$ cat src/rtl/tile_scheduler.sv
// Piano-tiles game engine: steps a song map into a falling-tile grid once per
// game frame and scores keypad presses against the bottom (hit) row.
module tile_scheduler #(
  parameter int FRAME_CYCLES = 25000000,
  parameter int ROWS         = 12,
  parameter int MAP_AW       = 6
) (
  input  logic                CLOCK_50,
  input  logic                rst_n,
  input  logic                start,
  input  logic [15:0]         keys,
  output logic [MAP_AW-1:0]   map_addr,
  input  logic [15:0]         map_data,
  output logic [16*ROWS-1:0]  grid,
  output logic [7:0]          game_frame,
  output logic                frame_tick,
  output logic [13:0]         score,
  output logic [7:0]          misses,
  output logic                busy,
  output logic                done
);

  localparam int            CW        = (FRAME_CYCLES > 1) ? $clog2(FRAME_CYCLES) : 1;
  localparam logic [CW-1:0] CNT_LAST  = CW'(FRAME_CYCLES - 1);
  localparam logic [13:0]   SCORE_MAX = 14'd9990;

  typedef enum logic [2:0] {S_IDLE, S_LOAD_A, S_LOAD_B, S_RUN, S_DONE} state_t;

  state_t             state_q, state_d;
  logic [CW-1:0]      cnt_q, cnt_d;
  logic [16*ROWS-1:0] grid_q, grid_d;
  logic [7:0]         frame_q, frame_d;
  logic [13:0]        score_q, score_d;
  logic [7:0]         misses_q, misses_d;
  logic [MAP_AW-1:0]  addr_q, addr_d;
  logic               tick_q, tick_d;
  logic               hit_q, hit_d;
  logic               pend_valid_q, pend_valid_d;
  logic               pend_end_q, pend_end_d;
  logic [3:0]         pend_note_q, pend_note_d;
  logic [3:0]         pend_len_q, pend_len_d;
  logic [7:0]         pend_start_q, pend_start_d;
  logic               act_valid_q, act_valid_d;
  logic [3:0]         act_note_q, act_note_d;
  logic [3:0]         act_remain_q, act_remain_d;

  logic [15:0]        bottom_row, top_row;
  logic [16*ROWS-1:0] shifted_grid;
  logic [CW-1:0]      cnt_next;
  logic               key_hit, tick, activate, song_over;
  logic [3:0]         note_eff, remain_eff;

  assign bottom_row   = grid_q[16*ROWS-1 -: 16];
  assign key_hit      = |(keys & bottom_row);
  assign tick         = (state_q == S_RUN) && (cnt_q == CNT_LAST);
  assign cnt_next     = (cnt_q == CNT_LAST) ? '0 : cnt_q + 1'b1;

  // A newly activated note replaces whatever is playing (monophonic lane).
  assign activate     = pend_valid_q && (pend_start_q <= frame_q);
  assign note_eff     = activate ? pend_note_q : act_note_q;
  assign remain_eff   = activate ? pend_len_q : (act_valid_q ? act_remain_q : 4'd0);
  assign top_row      = (remain_eff != 4'd0) ? (16'd1 << note_eff) : 16'd0;
  assign shifted_grid = {grid_q[16*(ROWS-1)-1:0], top_row};
  assign song_over    = (frame_q == 8'd254) ||
                        (pend_end_q && (remain_eff <= 4'd1) && (shifted_grid == '0));

  always_comb begin
    state_d      = state_q;
    cnt_d        = cnt_q;
    grid_d       = grid_q;
    frame_d      = frame_q;
    score_d      = score_q;
    misses_d     = misses_q;
    addr_d       = addr_q;
    tick_d       = 1'b0;
    hit_d        = hit_q;
    pend_valid_d = pend_valid_q;
    pend_end_d   = pend_end_q;
    pend_note_d  = pend_note_q;
    pend_len_d   = pend_len_q;
    pend_start_d = pend_start_q;
    act_valid_d  = act_valid_q;
    act_note_d   = act_note_q;
    act_remain_d = act_remain_q;

    unique case (state_q)
      S_IDLE, S_DONE: begin
        if (start) begin
          state_d      = S_LOAD_A;
          cnt_d        = '0;
          grid_d       = '0;
          frame_d      = '0;
          score_d      = '0;
          misses_d     = '0;
          addr_d       = '0;
          hit_d        = 1'b0;
          pend_valid_d = 1'b0;
          pend_end_d   = 1'b0;
          act_valid_d  = 1'b0;
          act_remain_d = '0;
        end
      end
      S_LOAD_A: begin
        state_d = S_LOAD_B;
        cnt_d   = cnt_next;
      end
      S_LOAD_B: begin
        state_d      = S_RUN;
        cnt_d        = cnt_next;
        pend_note_d  = map_data[15:12];
        pend_len_d   = map_data[11:8];
        pend_start_d = map_data[7:0];
        pend_valid_d = (map_data[11:8] != 4'd0);
        pend_end_d   = (map_data[11:8] == 4'd0);
      end
      S_RUN: begin
        cnt_d = cnt_next;
        if (key_hit) hit_d = 1'b1;
        // Frame step: score the outgoing bottom row, then shift in the new top row.
        if (tick) begin
          tick_d = 1'b1;
          hit_d  = 1'b0;
          if (bottom_row != 16'd0) begin
            if (hit_q || key_hit)
              score_d = (score_q >= SCORE_MAX - 14'd10) ? SCORE_MAX : score_q + 14'd10;
            else if (misses_q != 8'hFF)
              misses_d = misses_q + 8'd1;
          end
          act_note_d   = note_eff;
          act_remain_d = (remain_eff != 4'd0) ? remain_eff - 4'd1 : 4'd0;
          act_valid_d  = (remain_eff > 4'd1);
          grid_d       = shifted_grid;
          frame_d      = frame_q + 8'd1;
          if (activate) begin
            pend_valid_d = 1'b0;
            addr_d       = addr_q + 1'b1;
            state_d      = S_LOAD_A;
          end
          if (song_over) state_d = S_DONE;
        end
      end
      default: state_d = S_IDLE;
    endcase
  end

  always_ff @(posedge CLOCK_50 or negedge rst_n) begin
    if (!rst_n) begin
      state_q      <= S_IDLE;
      cnt_q        <= '0;
      grid_q       <= '0;
      frame_q      <= '0;
      score_q      <= '0;
      misses_q     <= '0;
      addr_q       <= '0;
      tick_q       <= 1'b0;
      hit_q        <= 1'b0;
      pend_valid_q <= 1'b0;
      pend_end_q   <= 1'b0;
      pend_note_q  <= '0;
      pend_len_q   <= '0;
      pend_start_q <= '0;
      act_valid_q  <= 1'b0;
      act_note_q   <= '0;
      act_remain_q <= '0;
    end else begin
      state_q      <= state_d;
      cnt_q        <= cnt_d;
      grid_q       <= grid_d;
      frame_q      <= frame_d;
      score_q      <= score_d;
      misses_q     <= misses_d;
      addr_q       <= addr_d;
      tick_q       <= tick_d;
      hit_q        <= hit_d;
      pend_valid_q <= pend_valid_d;
      pend_end_q   <= pend_end_d;
      pend_note_q  <= pend_note_d;
      pend_len_q   <= pend_len_d;
      pend_start_q <= pend_start_d;
      act_valid_q  <= act_valid_d;
      act_note_q   <= act_note_d;
      act_remain_q <= act_remain_d;
    end
  end

  assign map_addr   = addr_q;
  assign grid       = grid_q;
  assign game_frame = frame_q;
  assign frame_tick = tick_q;
  assign score      = score_q;
  assign misses     = misses_q;
  assign busy       = (state_q == S_LOAD_A) || (state_q == S_LOAD_B) || (state_q == S_RUN);
  assign done       = (state_q == S_DONE);

endmodule

$ cat config.mk
export PLATFORM = sky130hd
export DESIGN_NAME = tile_scheduler
export DESIGN_NICKNAME = d
export VERILOG_FILES = /design/src/rtl/tile_scheduler.sv
export SDC_FILE = /design/constraint.sdc
export NUM_CORES = 1
export LEC_CHECK = 0
export ABC_AREA = 1
export BUFFER_PORTS_ARGS = -buffer_cell sky130_fd_sc_hd__clkbuf_2
export CAP_MARGIN = 15
export CORE_ASPECT_RATIO = 2
export CORE_MARGIN = 1
export CORE_UTILIZATION = 27
export CTS_BUF_LIST = sky130_fd_sc_hd__clkbuf_8
export DETAILED_ROUTE_END_ITERATION = 12
export GPL_TIMING_DRIVEN = 0
export MAX_ROUTING_LAYER = met4
export PLACE_DENSITY = 0.44
export SETUP_SLACK_MARGIN = 0.5
export SYNTH_ARGS = -nofsm -noshare
export SYNTH_HDL_FRONTEND = slang
export SYNTH_SLANG_ARGS = --single-unit
$ cat constraint.sdc
create_clock -name CLOCK_50 -period 2.2 [get_ports CLOCK_50]
set_input_delay 0.44 -clock CLOCK_50 [delete_from_list [all_inputs] [get_ports CLOCK_50]]
set_output_delay 0.44 -clock CLOCK_50 [all_outputs]
set_load 0.01 [all_outputs]
After elaboration in Yosys (flattened, before gate mapping) --
Cells that the tools add are included. Widths: inputs -> output; s select.
Storage, ports and cells: input port bits 35, register bits 285, output and inout port bits 231, logic and storage cells 125
Operators by class: magnitude comparators 4, reductions and logical operators 31, $add $sub $neg 6, mux-type cells 49, equal/unequal tests 16, bitwise logic cells 1, shift-type cells 1
Operator list (count):
- $mux 192 | 2
- $pmux 192 s2 | 1
- $logic_not 192->1 | 1
- $mux 14 | 5
- $mux 25 | 2
- $pmux 25 s2 | 1
- $mux 8 | 6
- $pmux 8 s2 | 2
- $pmux 14 s2 | 1
- $add 25x1->25 const B | 1
- $eq 25x25->1 const B | 1
- $mux 4 | 6
- $mux 6 | 3
- $add 8x1->8 const B | 2
- $and 16x16->16 | 1
- $mux 16 | 1
- $reduce_bool 16->1 | 1
- $reduce_or 16->1 | 1
- $shl 1x4->16 const A | 1
- $add 14x4->14 const B | 1
- $ge 14x14->1 const B | 1
- $mux 3 | 4
- $pmux 3 s4 | 1
- $pmux 6 s2 | 1
- 31 further kinds | 61

Depth between registers and ports, before layout --
depth in word-level cells 11, depth in mapped cells 20, gate-level depth less buffers 20

Least setup slack after synthesis --
OpenSTA, ideal clock, no wires.
path type flip-flop to flip-flop, from register frame_q[1] (netlist: game_frame[1]), to register grid_q[10] (netlist: grid[10]), cell stages (with the launch flop) 20, setup time 0.126 ns, clock period less this slack 2.223 ns, data required time 2.074 ns, path buffers 1, arrival 2.096 ns, path slack -0.023 ns, cell sequence dfrtp_1 -> inv_1 -> ha_1 -> nand2_1 -> nand2_1 -> nand2_1 -> nand2_1 -> nand2_1 -> nand2_1 -> nand2_2 -> nand2_2 -> buf_4 -> nand2_1 -> nand2_1 -> nor2_1 -> nand2_1 -> nand2_1 -> inv_1 -> nand3_1 -> o21ai_0
Between the ends: word-level cells in the longest chain between the ends 7, elaborated cells between the ends (all ways) 9, classes of those cells order compare: 1; shift: 1; mux: 5; reduce/logical: 2
Ends and longest elaborated chain:
- from (decl) | RTL line 32 | logic [7:0] frame_q, frame_d;
- from (signal assigned) | RTL line 169 | frame_q <= frame_d;
- $le 8x8->1 * | RTL line 59 | assign activate = pend_valid_q && (pend_start_q <= frame_q);
- $logic_and 1x1->1 * | RTL line 59
- $mux 4 (on tied branches) | RTL line 61, 60
- $reduce_bool 4->1 or $shl 1x4->16 (tied branches) | RTL line 62 | assign top_row = (remain_eff != 4'd0) ? (16'd1 << note_eff) : 16'd0;
- $mux 16 * | RTL line 62
- $mux 192 * | RTL line 120 | if (tick) begin
- $pmux 192 s2 * | RTL line 86 | unique case (state_q)
- to (signal assigned) | RTL line 168 | grid_q <= grid_d;
- to (decl) | RTL line 31 | logic [16*ROWS-1:0] grid_q, grid_d;
Every way passes the cells marked *; elsewhere a longest branch is shown, timed or not. The select of a mux whose other input is x is not followed. A chain may end at the register's enable or synchronous reset.

Worst setup path after layout --
from register frame_q[3] (netlist: game_frame[3]), to register grid_q[7] (netlist: grid[7])
The elaborated chain is that of the path after synthesis.

==> summary.md <==
| Metric | Value |
|---|---|
| Status | `finished, violations left` |
| Failing checks | `hold timing, setup timing` |
| Max Cap Violations | `0` |
| GPL Wtd Cong | `0.878` |
| Congestion Overflow GR | `0` |
| Dominant cell type by area after synthesis | `dfrtp_1` |
| Fin worst setup slack | `-83.0 ps` |
| RSZ-0062 raised after global routing | `yes` |
| CTS root buf | `clkbuf_8` |
| Vias in the first global route | `12816` |
| Hold/Removal Path Class | `input port to async pin` |
| Arr. time, crit path | `2750 ps` |
| Die height | `309 um` |
| Crit Path Class | `flop to flop` |
| Layout Nets | `1934` |
| Headroom to the max-slew limit | `46.1%` |
| Post-synth net total | `1493` |
| Final Hold Viols | `51` |
| Final WL | `53300 um` |
| Post-Place Cell Area | `15200 um2` |
| Yosys warnings | `0` |
| WL per Instance | `20.9 um` |
| Chip Width | `156 um` |
| Antenna Violating Nets Remaining | `0` |
| Leak pwr | `9.53 nW` |
| Ports | `266` |
| CTS Buf Count | `46` |
| CP Max Fanout | `5` |
| CP Launch Type | `flop` |
| Antenna violations before repair | `1` |
| Fmax | `438 MHz` |
| Mean Syn Cell Area | `8.83 um2` |
| DR iter-0 viols | `585` |
| Synth top area share | `55.8%` |
| Detailed placement HPWL | `37700 um` |
| Critical path data required time | `2670 ps` |
| Register area share after synthesis | `55.8%` |
| Post-route cell area | `20400 um2` |
| Pwr per Cell Area | `1150 nW/um2` |
| DRC Markers | `0` |
| Synth top area cells | `dfrtp_1 56%, o22ai_1 8.8%, inv_1 7.7%` |
| All-Layer GR Usage | `22.1%` |
| Main synth FF type | `dfrtp_1` |
| Number of clock sinks | `284` |
| Number of synthesized flops with an enable pin | `0` |
| Starting density of the core | `27.3%` |
| Clk slew on worst S/H paths | `70 ps` |
| Skew final | `32.1 ps` |
| Final setup violating endpoints | `113` |
| Final setup TNS | `-2690 ps` |
| Tcrit/Tclk final | `104%` |
| Clock latency at the later pin of the worst-skew pair | `590 ps` |
| Die area | `48100 um2` |
| 1st-pass router iterations | `4` |
| Synthesized cell area | `12700 um2` |
| Max H-tree Level | `2` |
| Max clock buf depth | `3` |
| Maximum vdd drop | `0.000509 V` |
| Fillers | `4593` |
| Layout Area Growth over Synthesis | `60.1%` |
| First-pass GRT wire length | `77200 um` |
| Share of cells above drive strength 1 | `47.7%` |
| Seq cells post-synth | `284` |
| Netlist cell types | `44` |
| Port Buffers | `264` |
| Site Rows | `112` |
| Slew Viols, Final | `0` |
| Async S/R FF share, synth | `100%` |
| Hold slack | `-201 ps` |
| Via density | `4.84` |
| Total number of vias | `12315` |
| Worst Tran Pin Value | `805 ps` |
| Fin crit period | `2280 ps` |
| Core footprint | `46700 um2` |
| Largest net degree at the start of global routing | `101` |
| Cells after Synth | `1444` |
| CTS tree | `yes` |
| Worst setup EP type | `flop` |
through the flow:
step	setup WS [ps]	hold slack, ps	std cells	util [%]	power, W
after floorplan	120	144	1444	-	0.0125
after global placement	-5850	464	2335	32.3	0.0161
after detailed placement	-331	431	2338	32.5	0.0161
after CTS	-45.0	-220	2513	40.3	0.0226
after global routing	-201	-208	2545	43.7	0.0248
final	-83.0	-201	2545	43.7	0.0234
critical path, cell delays in order, from the launching register on:
cell and delay, ps:
dfrtp_1 390, inv_2 110, ha_4 220, a21oi_2 130, nand2_1 60, nand2_1 50
nand2_1 60, nand2_2 130, nand2_4 100, buf_16 160, nand2_4 60, o21ai_4 70
inv_2 130, nand4_1 260, o22ai_1 220
repair_timing:
item                                    CTS  global route
setup buffers                            75            22
endpoints found under the hold margin    51            51
resized for setup                       350           272
endpoints found under the setup margin  294           300
pin swaps                                63            53
cloned                                   20             9
area by class of cell:
cell class / count / area [um2] / area share [%]
flip-flops and latches: 284 / 7130 / 35.0
multi-input cells: 836 / 6580 / 32.2
repair buffers: 393 / 3230 / 15.8
inverters: 269 / 1040 / 5.12
clock buffers: 57 / 785 / 3.84
well taps: 627 / 785 / 3.84
plain buffers: 55 / 717 / 3.51
clock inverters: 23 / 133 / 0.650
diodes: 1 / 2.50 / 0.0123
routing by layer:
| metal | wire length (um) | up-vias | share of wire, % | global-route usage [%] |
|---|---|---|---|---|
| met5 | 0 | - | 0 | - |
| met4 | 2680 | 0 | 5.0 | 10.8 |
| met3 | 2330 | 109 | 4.4 | 3.93 |
| met2 | 30700 | 318 | 58 | 43.1 |
| met1 | 17500 | 6157 | 33 | 20.1 |
| li1 | - | 5731 | - | - |
state kept, by name, indices dropped and copies added, names as in the netlist:
| signal | count |
|---|---|
| hit_q | 1 |
| map_addr | 6 |
| grid | 192 |
| cnt_q | 25 |
| pend_end_q | 1 |
| act_note_q | 4 |
| misses | 8 |
| act_valid_q | 1 |
| game_frame | 8 |
| score | 13 |
| pend_start_q | 8 |
| pend_note_q | 4 |
| pend_len_q | 4 |
| frame_tick | 1 |
| pend_valid_q | 1 |
| state_q | 3 |
| act_remain_q | 4 |
where the power goes:
group	switching, W	internal [W]
logic	0.00608	0.00415
registers	0.00155	0.00686
clock network	0.00229	0.00245
total	0.00992	0.0135
layout by cell type (no fill, tap or decap), types with 19 or more instances in the layout:
master,netlist,layout
buf_12,0,29
buf_16,0,21
buf_4,3,58
buf_6,1,31
buf_8,0,24
clkbuf_2,0,260
clkbuf_8,0,61
dfrtp_1,284,263
dfrtp_2,0,21
inv_1,263,250
inv_2,4,21
nand2_1,241,184
nand2_2,5,33
nand2_4,2,26
nand3_1,50,32
nand4_1,39,39
nor2_1,97,74
nor3_1,56,43
o21ai_1,5,25
o21ai_2,3,19
o22ai_2,0,145
o22ai_4,0,19
cell families (layout without fill, tap and decap cells):
kind of cell / Yosys count / after routing / synth area share (%)
flops: 284 / 284 / 55.8
buf+inv: 324 / 797 / 10.1
other cells: 1 / 2 / 0.0294
fa+ha+maj: 14 / 14 / 1.37
xor+xnor: 16 / 16 / 1.10
simple gates: 514 / 514 / 17.8
compound gates: 291 / 291 / 13.8
cells in the mapped netlist, drive strengths merged, types with 2 or more instances:
master and n:
dfrtp 284, inv 267, nand2 248, o22ai 180, nor2 102, nor3 60
o21ai 60, nand3 50, buf 43, nand4 39, a21oi 28, ha 14
xor2 14, clkbuf 12, nor4 9, a22o 4, a31oi 4, or2 4
a22oi 2, a311oi 2, clkinv 2, nand3b 2, o31ai 2, xnor2 2
path summary, 6_finish.rpt:
check	startpoint	endpoint	slack [ps]	depth (start not counted)
setup / recovery	game_frame[3]	grid[7]	-80	14
hold / removal	rst_n	score[8]	-200	1
setup reg to reg	game_frame[3]	grid[7]	-80	14
hold reg to reg	pend_len_q[1]	pend_len_q[1]	480	2
max in group asynchronous	rst_n	act_remain_q[0]	1070	3
min in group CLOCK_50	map_data[4]	pend_start_q[4]	50	3
(Power assumes the default switching activity.)
